`config.mk`:
```
export PLATFORM = sky130hd
export DESIGN_NAME = pe_link_arbiter
export DESIGN_NICKNAME = d
export VERILOG_FILES = /design/src/rtl/pe_overlay_pkg.sv /design/src/rtl/pe_link_out_reg.sv /design/src/rtl/pe_link_arbiter.sv
export SDC_FILE = /design/constraint.sdc
export NUM_CORES = 1
export LEC_CHECK = 0
export CAP_MARGIN = 5
export CORE_AREA = 2 2 169 171
export CTS_CLUSTER_SIZE = 25
export DETAILED_ROUTE_END_ITERATION = 8
export DIE_AREA = 0 0 171 173
export SLEW_MARGIN = 20
export SYNTH_ARGS = -nofsm -noshare
export SYNTH_HDL_FRONTEND = slang
export SYNTH_SLANG_ARGS = --single-unit
```
`constraint.sdc`:
```
create_clock -name clk -period 15.9 [get_ports clk]
set_input_delay 3.18 -clock clk [delete_from_list [all_inputs] [get_ports clk]]
set_output_delay 3.18 -clock clk [all_outputs]
set_load 0.03 [all_outputs]
```
`src/rtl/pe_overlay_pkg.sv`:
```
// rtl/pe_overlay_pkg.sv - shared link-word layout and arbiter state encoding for the PE overlay
package pe_overlay_pkg;

  localparam int DATA_WIDTH_DEF = 130;
  localparam int LINK_LAST_BIT  = DATA_WIDTH_DEF - 1;

  typedef enum logic [1:0] {
    IDLE  = 2'd0,
    LOCK0 = 2'd1,
    LOCK1 = 2'd2
  } arb_state_e;

  // The tail flag always rides in the top bit, whatever the link width.
  function automatic int link_last_bit(input int data_width);
    return data_width - 1;
  endfunction

endpackage

```
`src/rtl/pe_link_out_reg.sv`:
```
// rtl/pe_link_out_reg.sv - registered output stage of the east link (word + valid)
module pe_link_out_reg
  import pe_overlay_pkg::*;
#(
  parameter int DATA_WIDTH = DATA_WIDTH_DEF
) (
  input  logic                  clk,
  input  logic                  reset,
  input  logic                  load_en,
  input  logic [DATA_WIDTH-1:0] in_data,
  input  logic                  in_valid,
  output logic [DATA_WIDTH-1:0] out_data,
  output logic                  out_valid
);

  logic [DATA_WIDTH-1:0] data_q, data_d;
  logic                  valid_q, valid_d;

  // The word only changes when a new beat lands; an empty load just clears valid.
  always_comb begin
    data_d  = data_q;
    valid_d = valid_q;
    if (load_en) begin
      valid_d = in_valid;
      if (in_valid) begin
        data_d = in_data;
      end
    end
  end

  always_ff @(posedge clk or posedge reset) begin
    if (reset) begin
      data_q  <= '0;
      valid_q <= 1'b0;
    end else begin
      data_q  <= data_d;
      valid_q <= valid_d;
    end
  end

  assign out_data  = data_q;
  assign out_valid = valid_q;

endmodule

```
`src/rtl/pe_link_arbiter.sv`:
```
// rtl/pe_link_arbiter.sv - packet-granular round-robin arbiter of local and south streams onto the east link
module pe_link_arbiter
  import pe_overlay_pkg::*;
#(
  parameter int DATA_WIDTH    = DATA_WIDTH_DEF,
  parameter int MAX_PKT_BEATS = 64,
  parameter int CNT_WIDTH     = 16
) (
  input  logic                  clk,
  input  logic                  reset,
  input  logic                  ap_start,
  input  logic [DATA_WIDTH-1:0] in_local_data,
  input  logic                  in_local_valid,
  output logic                  in_local_ready,
  input  logic [DATA_WIDTH-1:0] in_from_south,
  input  logic                  in_south_valid,
  output logic                  in_south_ready,
  output logic [DATA_WIDTH-1:0] out_to_east,
  output logic                  out_east_valid,
  input  logic                  out_east_ready,
  output logic                  busy,
  output logic                  wdog_err,
  output logic [CNT_WIDTH-1:0]  pkt_cnt_local,
  output logic [CNT_WIDTH-1:0]  pkt_cnt_south
);

  localparam int                LAST_BIT   = link_last_bit(DATA_WIDTH);
  localparam int                BEAT_W     = $clog2(MAX_PKT_BEATS) + 1;
  localparam logic [BEAT_W-1:0] BEAT_LIMIT = BEAT_W'(MAX_PKT_BEATS - 1);

  arb_state_e            state_q, state_d;
  logic                  rr_ptr_q, rr_ptr_d;
  logic [BEAT_W-1:0]     beat_cnt_q, beat_cnt_d;
  logic                  wdog_err_q, wdog_err_d;
  logic [CNT_WIDTH-1:0]  cnt_local_q, cnt_local_d;
  logic [CNT_WIDTH-1:0]  cnt_south_q, cnt_south_d;

  logic                  load_en;
  logic                  acc_local, acc_south, beat_acc, beat_last;
  logic [DATA_WIDTH-1:0] beat_data;
  logic                  out_valid;

  // Downstream backpressure reaches the requesters only through their readies.
  assign load_en        = !out_valid || out_east_ready;
  assign in_local_ready = (state_q == LOCK0) && load_en;
  assign in_south_ready = (state_q == LOCK1) && load_en;
  assign acc_local      = in_local_valid && in_local_ready;
  assign acc_south      = in_south_valid && in_south_ready;
  assign beat_acc       = acc_local || acc_south;
  assign beat_data      = acc_south ? in_from_south : in_local_data;
  assign beat_last      = beat_data[LAST_BIT];

  always_comb begin
    state_d     = state_q;
    rr_ptr_d    = rr_ptr_q;
    beat_cnt_d  = beat_cnt_q;
    wdog_err_d  = wdog_err_q;
    cnt_local_d = cnt_local_q;
    cnt_south_d = cnt_south_q;
    unique case (state_q)
      IDLE: begin
        if (ap_start && (in_local_valid || in_south_valid)) begin
          if (in_local_valid && in_south_valid) begin
            state_d = rr_ptr_q ? LOCK1 : LOCK0;
          end else begin
            state_d = in_south_valid ? LOCK1 : LOCK0;
          end
        end
      end
      LOCK0, LOCK1: begin
        if (beat_acc) begin
          if (beat_last) begin
            state_d    = IDLE;
            beat_cnt_d = '0;
            rr_ptr_d   = (state_q == LOCK0);
            if (acc_local && (cnt_local_q != '1)) begin
              cnt_local_d = cnt_local_q + CNT_WIDTH'(1);
            end
            if (acc_south && (cnt_south_q != '1)) begin
              cnt_south_d = cnt_south_q + CNT_WIDTH'(1);
            end
          end else begin
            // An overlong packet is flagged but still forwarded intact.
            if (beat_cnt_q == BEAT_LIMIT) begin
              wdog_err_d = 1'b1;
            end
            if (beat_cnt_q != '1) begin
              beat_cnt_d = beat_cnt_q + BEAT_W'(1);
            end
          end
        end
      end
      default: state_d = IDLE;
    endcase
  end

  always_ff @(posedge clk or posedge reset) begin
    if (reset) begin
      state_q     <= IDLE;
      rr_ptr_q    <= 1'b0;
      beat_cnt_q  <= '0;
      wdog_err_q  <= 1'b0;
      cnt_local_q <= '0;
      cnt_south_q <= '0;
    end else begin
      state_q     <= state_d;
      rr_ptr_q    <= rr_ptr_d;
      beat_cnt_q  <= beat_cnt_d;
      wdog_err_q  <= wdog_err_d;
      cnt_local_q <= cnt_local_d;
      cnt_south_q <= cnt_south_d;
    end
  end

  pe_link_out_reg #(
    .DATA_WIDTH(DATA_WIDTH)
  ) u_out_reg (
    .clk      (clk),
    .reset    (reset),
    .load_en  (load_en),
    .in_data  (beat_data),
    .in_valid (beat_acc),
    .out_data (out_to_east),
    .out_valid(out_valid)
  );

  assign out_east_valid = out_valid;
  assign busy           = (state_q != IDLE) || out_valid;
  assign wdog_err       = wdog_err_q;
  assign pkt_cnt_local  = cnt_local_q;
  assign pkt_cnt_south  = cnt_south_q;

endmodule
```
== Word level (Yosys, flattened, before mapping) ==
Cells that the tools add are included.
Storage, ports and cells
  logic and storage cells: 55
  output and inout port bits: 167
  bits in registers: 174
Cells by class
  equality and inequality tests: 9
  $add $sub $neg: 3
  multiplexer cells: 10
  reduce and logical (&&, ||, !) cells: 24
  bitwise gates (word level): 1
Operator list (count)
  $mux W130: 1
  $add A16 B1 Y16 const B: 2
  $ne A16 B16 Y1 const B: 2
  $mux W7: 2
  $mux W2: 6
  $reduce_and A4 Y1: 3
  $reduce_and A3 Y1: 3
  $logic_and A1 B1 Y1: 8
  $add A7 B1 Y7 const B: 1
  $eq A7 B6 Y1 const B: 1
  $ne A7 B7 Y1 const B: 1
  $logic_or A1 B1 Y1: 4
  $ne A2 B1 Y1 const B: 2
  $pmux W2 S2: 1
  $reduce_bool A2 Y1: 2
  $eq A2 B1 Y1 const B: 1
  $eq A2 B2 Y1 const B: 1
  $logic_not A2 Y1: 1
  $ne A2 B2 Y1 const B: 1
  $reduce_and A2 Y1: 1
  $reduce_or A2 Y1: 1
  $logic_not A1 Y1: 1
  $not A1 Y1: 1

== Depth between registers and ports, before layout ==
  depth in word-level cells: 8
  mapped depth: 8
  gate-level depth less buffers: 7

== By module ==
From an unflattened synthesis, not the netlist that was laid out.
Unflattened totals
  cells, all modules: 632
  area total of the unflattened synthesis: 8974.9 µm²
Modules (own cells, without submodules)
  pe_link_out_reg: area each 5225.0 µm², cells each 279, times used 1
  pe_link_arbiter: area each 3749.8 µm², cells each 353, times used 1

== Least setup slack after synthesis ==
OpenSTA, ideal clock, no wires.
  path type: in2out
  start: in out_east_ready
  end: out in_local_ready
  stages: 2
  path buffers: 0
  data arrival time: 3.650 ns
  slack: 9.070 ns
  data required time: 12.720 ns
  path through: nand2b_2 -> and2_1
On the way
  longest elaborated chain between the ends: 2
RTL lines
  from (decl): RTL line pe_link_arbiter.sv:20  | input logic out_east_ready,
  $logic_or A1 B1 Y1: RTL line pe_link_arbiter.sv:44  | assign load_en = !out_valid || out_east_ready;
  $logic_and A1 B1 Y1: RTL line pe_link_arbiter.sv:45  | assign in_local_ready = (state_q == LOCK0) && load_en;
  to (decl): RTL line pe_link_arbiter.sv:14  | output logic in_local_ready,
Every way passes these cells.

== Worst setup path after layout ==
  start: in out_east_ready
  end: out in_south_ready
On the way
  longest elaborated chain between the ends: 2
RTL lines
  $logic_or A1 B1 Y1: RTL line pe_link_arbiter.sv:44
  $logic_and A1 B1 Y1: RTL line pe_link_arbiter.sv:46  | assign in_south_ready = (state_q == LOCK1) && load_en;
  to (decl): RTL line pe_link_arbiter.sv:17  | output logic in_south_ready,
Every way passes these cells.

==> results_dict.tcl <==
set metrics [dict create \
    status "finished, final reports clean" \
    grt_usage 0.190 \
    placed_area_mm2 0.0128 \
    nets_finish 1472 \
    cp_data_required_time_ns 12.72 \
    cts-htree-levels 4 \
    multiInputGateArea_mm2 0.00357 \
    setup_repair_after_global_routing_missed_its_margin "false" \
    hold_path.class "reg -> reg" \
    ys_seq_area_frac 0.536 \
    start_kind "input port" \
    tritoncts "done" \
    cts.sinks 174 \
    cts.hold.buffers_added 0 \
    core_area_mm2 0.0276 \
    synth.cell_area_mm2 0.00813 \
    max_slew.worst_pin.slew_ns 1.24 \
    horizontal_die_dimension_um 171 \
    holdCritStartpoint "wdog_err$_DFFE_PP0P_" \
    worstPathMaxFanout 7 \
    drt_iter0_markers 274 \
    finalSetupTns_ns 0 \
    number_of_register_bits_inferred_by_synthesis 174 \
    maximum_achievable_frequency_mhz 127 \
    dieArea_mm2 0.0296 \
    drv_cap 0 \
    finalInstanceArea_mm2 0.0134 \
    irDropWorstVdd_v 0.0000819 \
    total_number_of_vias 7306 \
    clock_pin_slew_on_the_worst_setup_and_hold_paths_ns 0.08 \
    reg2regPathDepth 7 \
    wl_um 28400 \
    postSynthCellCount 789 \
    setup_violations 0 \
    synthDistinctLibCells 46 \
    pins_over_slew_limit 0 \
    finClkSkew_ns 0.0128 \
    grt_antenna_before_repair 1 \
    pin_count 433 \
    whs_path_depth 1 \
    min_delay_worst_endpoint "wdog_err$_DFFE_PP0P_" \
    clk_latency_ns 0.43 \
    finalWeightedCongestion 0.820 \
    pin_count_of_the_biggest_net_entering_global_routing 221 \
    final.fill_count 2678 \
    fin_crit_ns 7.85 \
    grt_first_pass_wirelength_um 43000 \
    route.antenna.remaining_nets 0 \
    reg2reg_setup_slack_ns 13.43 \
    static-leakage-power_uw 0.00541 \
    detail_route.vias_per_cell 4.59 \
    post-route-drc-count 0 \
    synth_net_count 1061 \
    min_period_over_period 0.494 \
    worstReg2RegEnd "u_out_reg.out_data[91]$_DFFE_PP0P_" \
    cts_max_path_buffers 2 \
    grt_overflow 0 \
    hold_violations 0 \
    number_of_buffers_created_by_cts 17 \
    cts_root_buffer "sky130_fd_sc_hd__clkbuf_16" \
    power_density_mw_per_mm2 181 \
    slew_headroom 0.172 \
    post-cts-setup-buffer-count 0 \
    floorplan.initialDensity 0.294 \
    die-height_um 173 \
    std_cell_rows 61 \
    worst-endpoint-arrival_ns 4.67 \
    end_kind "output port" \
    layout-drive-gt1-share 0.0396 \
    yosys_warnings 0 \
    seq_area_mm2 0.00435 \
    synth_area_per_cell_um2 10.3 \
    r2r_start "state_q[1]$_DFFE_PP0P_" \
    ctsResizeCount 0 \
    port-buffer-count 432 \
    wl_per_cell_um 17.8 \
    fin_util 0.486 \
    dp.final_hpwl_um 20600 \
    fin_hold_ws_ns 0.475 \
    vias_in_the_first_global_route 7420 \
    criticalPathCategory "in -> out" \
    firstDrtPassIters 4 \
    area_growth_syn_to_layout_pct 65.3 \
]
[synth_stat cells, drive strengths merged]
library cell  instances  area [µm²]
o21a                  1        7.51
or3                   2        12.5
o2111a                1        12.5
dfrtp               174        4350
nand2b                5        33.8
o21bai                1        7.51
clkbuf               17        63.8
nor3                  8        45.0
o31a                  1        8.76
a22oi                 1        7.51
nand2                30         113
ha                    6        75.1
mux2i               133        1340
o211ai                1        7.51
o31ai                 1        12.5
and3                  6        37.5
and4                  3        26.3
o311ai                1        8.76
buf                  27         125
xor2                 10        87.6
a31oi                 1        6.26
nor4                  2        18.8
a22o                  1        8.76
nand4                10        62.6
nor2b                 1        6.26
and2                  4        25.0
inv                  11        41.3
a21o                  1        7.51
xnor2                18         158
nand3                20         100
a2111o                1        11.3
nor2                147         552
a21oi               134         674
a21boi                1        7.51
o2bb2ai               1        8.76
a41oi                 2        17.5
o21ai                 2        10.0
mux2                  3        33.8
[worst max-delay path: stages]
cell and delay [ns]:
sky130_fd_sc_hd__clkdlybuf4s50_1 0.47, sky130_fd_sc_hd__nand2b_2 0.20, sky130_fd_sc_hd__and2_1 0.15, sky130_fd_sc_hd__clkdlybuf4s50_1 0.66
[power by group]
group | leakage [µW] | total, µW | internal [µW] | switching [µW]
logic | 0.00305 | 1260 | 555 | 700
registers | 0.00206 | 736 | 629 | 107
clock network | 0.000298 | 443 | 228 | 214
[metal layers]
layer | vias up | track usage | wire [µm]
met2 | 258 | 0.331 | 14300
met5 | - | 0 | 13
met4 | 2 | 0.0614 | 565
met1 | 3446 | 0.222 | 11300
li1 | 3566 | - | -
met3 | 34 | 0.0556 | 2140
[how the worst max path moves through the flow]
stage	start	endpoint	slack [ns]	depth (start not counted)
after floorplan	reset	beat_cnt_q[0]$_DFFE_PP0P_	8.00	1
after global placement	out_east_ready	in_local_ready	8.05	4
after detailed placement	out_east_ready	in_south_ready	8.05	4
after CTS	out_east_ready	in_south_ready	8.04	4
after global routing	out_east_ready	in_local_ready	7.99	4
final	out_east_ready	in_south_ready	8.05	4
[metrics by stage]
stage / total power [µW] / setup slack (ns) / cells
floorplan: 1450 / 8.00 / 789
global placement: 2000 / 8.05 / 1559
detailed placement: 2010 / 8.05 / 1559
CTS: 2470 / 8.04 / 1591
global route: 2570 / 7.99 / 1591
finish: 2430 / 8.05 / 1593
[logic make-up after synthesis]
group | after synthesis | synth area share
simple gates | 238 | 0.127
flops | 174 | 0.536
mux | 136 | 0.168
fa+ha+maj | 6 | 0.00923
buf+inv | 55 | 0.0283
compound gates | 152 | 0.101
xor+xnor | 28 | 0.0302
[area by class of cell]
cell class                 count  share of cell area
antenna                        2            0.000372
clock buffer                  17              0.0317
clock inverter                15              0.0142
inverter                      11             0.00344
multi-input combinational    560               0.265
sequential                   174               0.324
tap                          378              0.0352
timing repair buffer         436               0.326
[flip-flops by register name (all words and copies together), names as in the netlist]
| signal | flops |
|---|---|
| u_out_reg.out_data | 130 |
| pkt_cnt_local | 16 |
| pkt_cnt_south | 16 |
| beat_cnt_q | 7 |
| state_q | 2 |
| rr_ptr_q | 1 |
| u_out_reg.out_valid | 1 |
| wdog_err | 1 |
[cell usage in the layout (no fill, tap or decap), drive strengths merged, types with 2 or more instances in the layout]
cell           netlist  layout
xor2                10      10
nand3               20      20
diode                0       2
and2                 4       4
a21oi              134     134
a41oi                2       2
clkdlybuf4s50        0     432
nand2b               5       5
ha                   6       6
inv                 11      19
and3                 6       6
dfrtp              174     174
mux2                 3       3
clkinv               0       5
mux2i              133     133
nor3                 8       8
xnor2               18      18
nand2               30      30
and4                 3       3
o21ai                2       2
clkbuf              17      17
buf                 27       4
nor4                 2       2
nand4               10      10
or3                  2       2
nor2               147     147
(Power assumes the default switching activity.)
==> patch 1 (same flow settings) <==
The 3 states of `arb_state_e` get a one-hot encoding in 3 bits.
--- a/src/rtl/pe_overlay_pkg.sv
+++ b/src/rtl/pe_overlay_pkg.sv
@@ -4,10 +4,10 @@
   localparam int DATA_WIDTH_DEF = 130;
   localparam int LINK_LAST_BIT  = DATA_WIDTH_DEF - 1;
 
-  typedef enum logic [1:0] {
-    IDLE  = 2'd0,
-    LOCK0 = 2'd1,
-    LOCK1 = 2'd2
+  typedef enum logic [2:0] {
+    IDLE  = 3'b001,
+    LOCK0 = 3'b010,
+    LOCK1 = 3'b100
   } arb_state_e;
 
   // The tail flag always rides in the top bit, whatever the link width.
Formal check against the unedited RTL: no difference found for any inputs over 4 cycles, from zero or initial values and one cycle with reset high; so few cycles prove little.
==> patch 1 against the original RTL <==
Clock skew rose by 9.7 ps; design area is 0.75% lower; area after synthesis grew 0.52%; utilization fell by 0.37 points; wire length is 1.6% lower; combinational power shrank 23%; power decreased by 14%; sequential cell count up 1; first-iteration DRC count shrank 4.4%; setup slack got worse by 130 ps; sequential share of layout area is 0.44 points higher; synthesized cell count down 1.8%; final cell count down 0.88%.
==> patch 1: results (changes against the original RTL) <==
Cells and area
  • Share of layout cells above drive strength 1: 0.0450 (+0.00543)
  • Fin cells: 1579 (-0.88%)
  • Fin nets: 1456 (-1.1%)

Placed design
  • DP Wirelength: 20.3 mm (-1.8%)
  • IO buf count: 432 (unchanged)
  • Placed inst area: 12800 µm² (-0.27%)
  • Routability Congestion: 0.857 (+4.5%)

Drt
  • Vias per cell: 4.57 (-0.37%)
  • WL final: 27.9 mm (-1.6%)
  • Drt initial violations: 262 (-4.4%)

STA
  • Worst Clk Skew: 22.5 ps (+9.75 ps)
  • Worst-margin pin slew: 1040 ps (-205 ps)

Logic synthesis
  • Netlist cell types: 43 (-6.5%)
  • Commonest cells post-synth: dfrtp_1 (174), nand2_1 (145), mux2i_1 (130), o21ai_0 (123), nand3_1 (21)
  • Synth area leaders: dfrtp_1 (53%), mux2i_1 (16%), o21ai_0 (7.5%)
  • Gate Count Post-Synth: 775 (-1.8%)
  • Syn nets: 1044 (-1.6%)
  • Register area share after synthesis: 0.536 (about the same)

CTS
  • Buffer depth of the longest clock path: 2 (unchanged)
  • CTS Buf Count: 17 (unchanged)
  • Worst skew pair latency: 450 ps (+20 ps)
  • Post-CTS sizing: 0 (unchanged)

Run status
  • Status: finished clean

Power and ir drop
  • PwrDens: 156 nW/µm² (-14%)
  • Sequential power share: 0.339 (+0.037)
  • LEAKAGE: 5.41 nW (-0.11%)
  • Switching share of power: 0.404 (-0.0155)
  • Worst vdd ir: 0.0734 mV (-10%)
  • Combinational power: 964 µW (-23%)

Setup path
  • Crit-path max cell delay: 680 ps (+20 ps)

Global route
  • Vias in the first global route: 7136 (-3.8%)
  • Pin count of the biggest net entering global routing: 115 (-48%)
  • Global Route Usage Sum: 0.184 (-0.00582)
  • Global-route wire length before repair: 41.9 mm (-2.7%)
==> patch 1: cell count changes in the layout (fill, tap and decap cells not counted), sizes merged, moves of 4 or more <==
cell	delta
o211ai	+4
o21ai	+130
a21oi	-126
or4	+4
nor3	-4
inv	-5
nor2	-132
nand2	+115
==> patch 1: cell type report <==
class	instances	area, µm²
Inverter	5	23.8
Multi-Input combinational cell	550	3540
Antenna cell	1	2.50
Sequential cell	175	4380
Clock buffer	18	429
Clock inverter	14	124
Tap cell	378	473
Timing Repair Buffer	438	4370
Fill cell	2615	14300
==> patch 1: cells by family (layout without fill, tap and decap cells) <==
logic type,count (synthesis),count (layout),synth area share
adders and majority gates,3,3,0.00459
xor gates and xnor gates,31,31,0.0332
buffers and inverters,50,475,0.0331
DFF,175,175,0.536
AOI/OAI and AO/OA,152,152,0.0992
and+or+nand+nor,231,231,0.131
other,0,1,0
muxes,133,133,0.163
==> patch 1: worst paths after layout <==
| check | startpoint | to | slack [ps] | depth (start not counted) |
|---|---|---|---|---|
| max | out_east_ready | in_south_ready | 7920 | 5 |
| min | wdog_err | wdog_err | 490 | 1 |
| max reg2reg | state_q[1] | u_out_reg.out_data[61] | 12910 | 5 |
| min reg2reg | wdog_err | wdog_err | 490 | 1 |
| max in group asynchronous | reset | u_out_reg.out_data[26] | 11480 | 3 |
| min in group asynchronous | reset | u_out_reg.out_data[109] | 3100 | 2 |
==> patch 1: layer usage <==
layer	vias to the layer above	track usage	wire length [µm]	part of all wire
li1	3529	-	-	-
met1	3410	0.217	11400	0.41
met2	254	0.327	14200	0.51
met3	22	0.0515	1960	0.070
met4	0	0.0459	385	0.014
met5	-	0	0	0
==> patch 2 (same settings) <==
Made on the original files. Set the parameter `MAX_PKT_BEATS` to 128 (it was 64).
--- a/src/rtl/pe_link_arbiter.sv
+++ b/src/rtl/pe_link_arbiter.sv
@@ -3,7 +3,7 @@
   import pe_overlay_pkg::*;
 #(
   parameter int DATA_WIDTH    = DATA_WIDTH_DEF,
-  parameter int MAX_PKT_BEATS = 64,
+  parameter int MAX_PKT_BEATS = 128,
   parameter int CNT_WIDTH     = 16
 ) (
   input  logic                  clk,
Formal check against the unedited RTL: no difference found for any inputs over 4 cycles, from zero or initial values and one cycle with reset high; that may be too few to reach the edited logic, so the function may still have changed.
==> patch 2 against the original RTL <==
Via count increased by 0.62%; setup slack lost 290 ps; utilization hardly changed; wire length increased by 2.0%; die area did not move; area after synthesis up 0.72%; power down 1.1%; register-to-register slack worse by 430 ps; sequential cell count increased by 1; final cell count is 0.50% lower; first-iteration DRC count increased by 48%; design area fell by 0.10%; critical path type unchanged; critical endpoint is now in_local_ready.
==> patch 2: results (changes against the original RTL) <==
Global route
  • Global-route wire length before repair: 43.3 mm (+0.61%)
  • Met3 usage: 0.0597 (+0.00412)
  • Pin count of the biggest net entering global routing: 122 (-45%)
  • Global Route Usage Sum: 0.191 (+0.00161)
  • Global-route met2 utilization: 0.317 (-0.0139)
  • GR Util met1: 0.240 (+0.0185)
  • Initial antenna violation count: 1 (unchanged)
  • Vias in the first global route: 7162 (-3.5%)

CTS
  • CTS Buf Count: 17 (unchanged)
  • CTS H-Tree Depth: 4 (unchanged)
  • Clock root cell: clkbuf_16
  • Worst skew pair latency: 430 ps (about the same)

Drt
  • Metal2 WL: 13.8 mm (-3.4%)
  • Highest metal used: met5
  • Vias: 7351 (+0.62%)
  • Drt initial violations: 405 (+48%)
  • Vias per cell: 4.64 (+1.1%)
  • WL final: 29.0 mm (+2.0%)
  • Met1 WL: 12.1 mm (+6.7%)
  • Metal3 WL: 2.38 mm (+11%)
  • TritonRoute pass-1 iters: 7 (+3)

Power and ir drop
  • LEAKAGE: 5.40 nW (-0.17%)
  • Net Sw Power: 1.02 mW (-0.49%)
  • Worst vdd ir: 0.0712 mV (-13%)

Logic synthesis
  • Netlist cell types: 44 (-4.3%)
  • Main synth FF type: dfrtp_1
  • Adder-cell share of the synthesized area: 0.00917 (-0.0000663)
  • Yosys warns: 0 (unchanged)
  • Syn nets: 1057 (-0.38%)
  • Post-synth ARST share: 1.00 (unchanged)
  • Synth area leaders: dfrtp_1 (53%), mux2i_1 (16%), a21oi_1 (8.4%)
  • Gate Count Post-Synth: 785 (-0.51%)
  • Post-synthesis compound-gate area fraction: 0.104 (+0.00248)
  • Xor/xnor share of the synthesized area: 0.0299 (-0.000217)
  • Register area share after synthesis: 0.535 (-0.000790)
  • Post-synthesis mux area share: 0.169 (+0.000930)
  • Commonest cells post-synth: dfrtp_1 (175), a21oi_1 (137), nor2_1 (135), mux2i_1 (134), clkbuf_1 (32)

Placed design
  • Routability Congestion: 0.798 (-2.7%)
  • Placed inst area: 12800 µm² (+0.16%)
  • Setup slack at placement: 7780 ps (-270 ps)
  • Cells after DPL: 1552 (-0.45%)
  • DP Wirelength: 21.3 mm (+3.2%)
  • IO buf count: 432 (unchanged)

Cells and area
  • Antenna cells: 0 (-2)
  • Share of layout cells above drive strength 1: 0.0456 (+0.00600)
  • Storage cell area: 4380 µm² (+0.57%)
  • Fin nets: 1466 (-0.41%)
  • Fill cell count: 2591 (-3.2%)

Setup path
  • Kind of cell adding the most delay to the critical path: buffers and inverters
  • CP arrival: 4950 ps (+280 ps)
  • Worst Path Max Fanout: 11 (+4)
  • Crit-path max cell delay: 690 ps (+30 ps)

Run status
  • Status: finished clean

STA
  • Worst Clk Skew: 17.8 ps (+4.97 ps)
  • Max-slew headroom: 0.293 (+0.122)

Min path
  • HP Class: reg -> reg
[patch 2: changes by cell type after synthesis, moves of 3 or more]
cell      delta
a21oi_1      +4
buf_1       -12
clkbuf_1    +15
inv_1        -6
nand3_1      -3
nor2_1      -12
nor2_2       +3
nor3_1       -5
xnor2_1      +3
xor2_1       -3
[patch 2: layout make-up]
| class | count | share of cell area |
|---|---|---|
| timing repair buffer | 438 | 0.326 |
| clock buffer | 17 | 0.0317 |
| multi-input combinational | 557 | 0.268 |
| inverter | 5 | 0.00196 |
| clock inverter | 15 | 0.0106 |
| sequential | 175 | 0.326 |
| tap | 378 | 0.0352 |
[patch 2: power groups by stage]
stage | clock (mW) | sequential [mW] | combinational, mW
floorplan | 0 | 1.08 | 0.364
global placement | 0 | 0.730 | 1.26
detailed placement | 0 | 0.737 | 1.27
CTS | 0.435 | 0.731 | 1.27
global route | 0.454 | 0.753 | 1.33
finish | 0.421 | 0.729 | 1.26
[patch 2: cells by family (layout without fill, tap and decap cells)]
group / after synthesis / count (layout)
AND/OR/NAND/NOR: 228 / 228
flip-flops: 175 / 175
AO/OA/AOI/OAI: 157 / 157
multiplexers: 138 / 138
buffers and inverters: 53 / 475
XOR/XNOR: 28 / 28
adder cells (fa/ha/maj): 6 / 6
[patch 2: path summary, 6_finish.rpt]
check                      slack [ps]                       to         startpoint  cells after the start
max in group asynchronous       11240         pkt_cnt_south[2]              reset                      3
max                              7770           in_local_ready     out_east_ready                      4
max reg2reg                     13000  u_out_reg.out_data[108]         state_q[1]                      7
min in group asynchronous        3340   u_out_reg.out_data[40]              reset                      2
min                               490        pkt_cnt_local[12]  pkt_cnt_local[12]                      1
min reg2reg                       490        pkt_cnt_local[12]  pkt_cnt_local[12]                      1
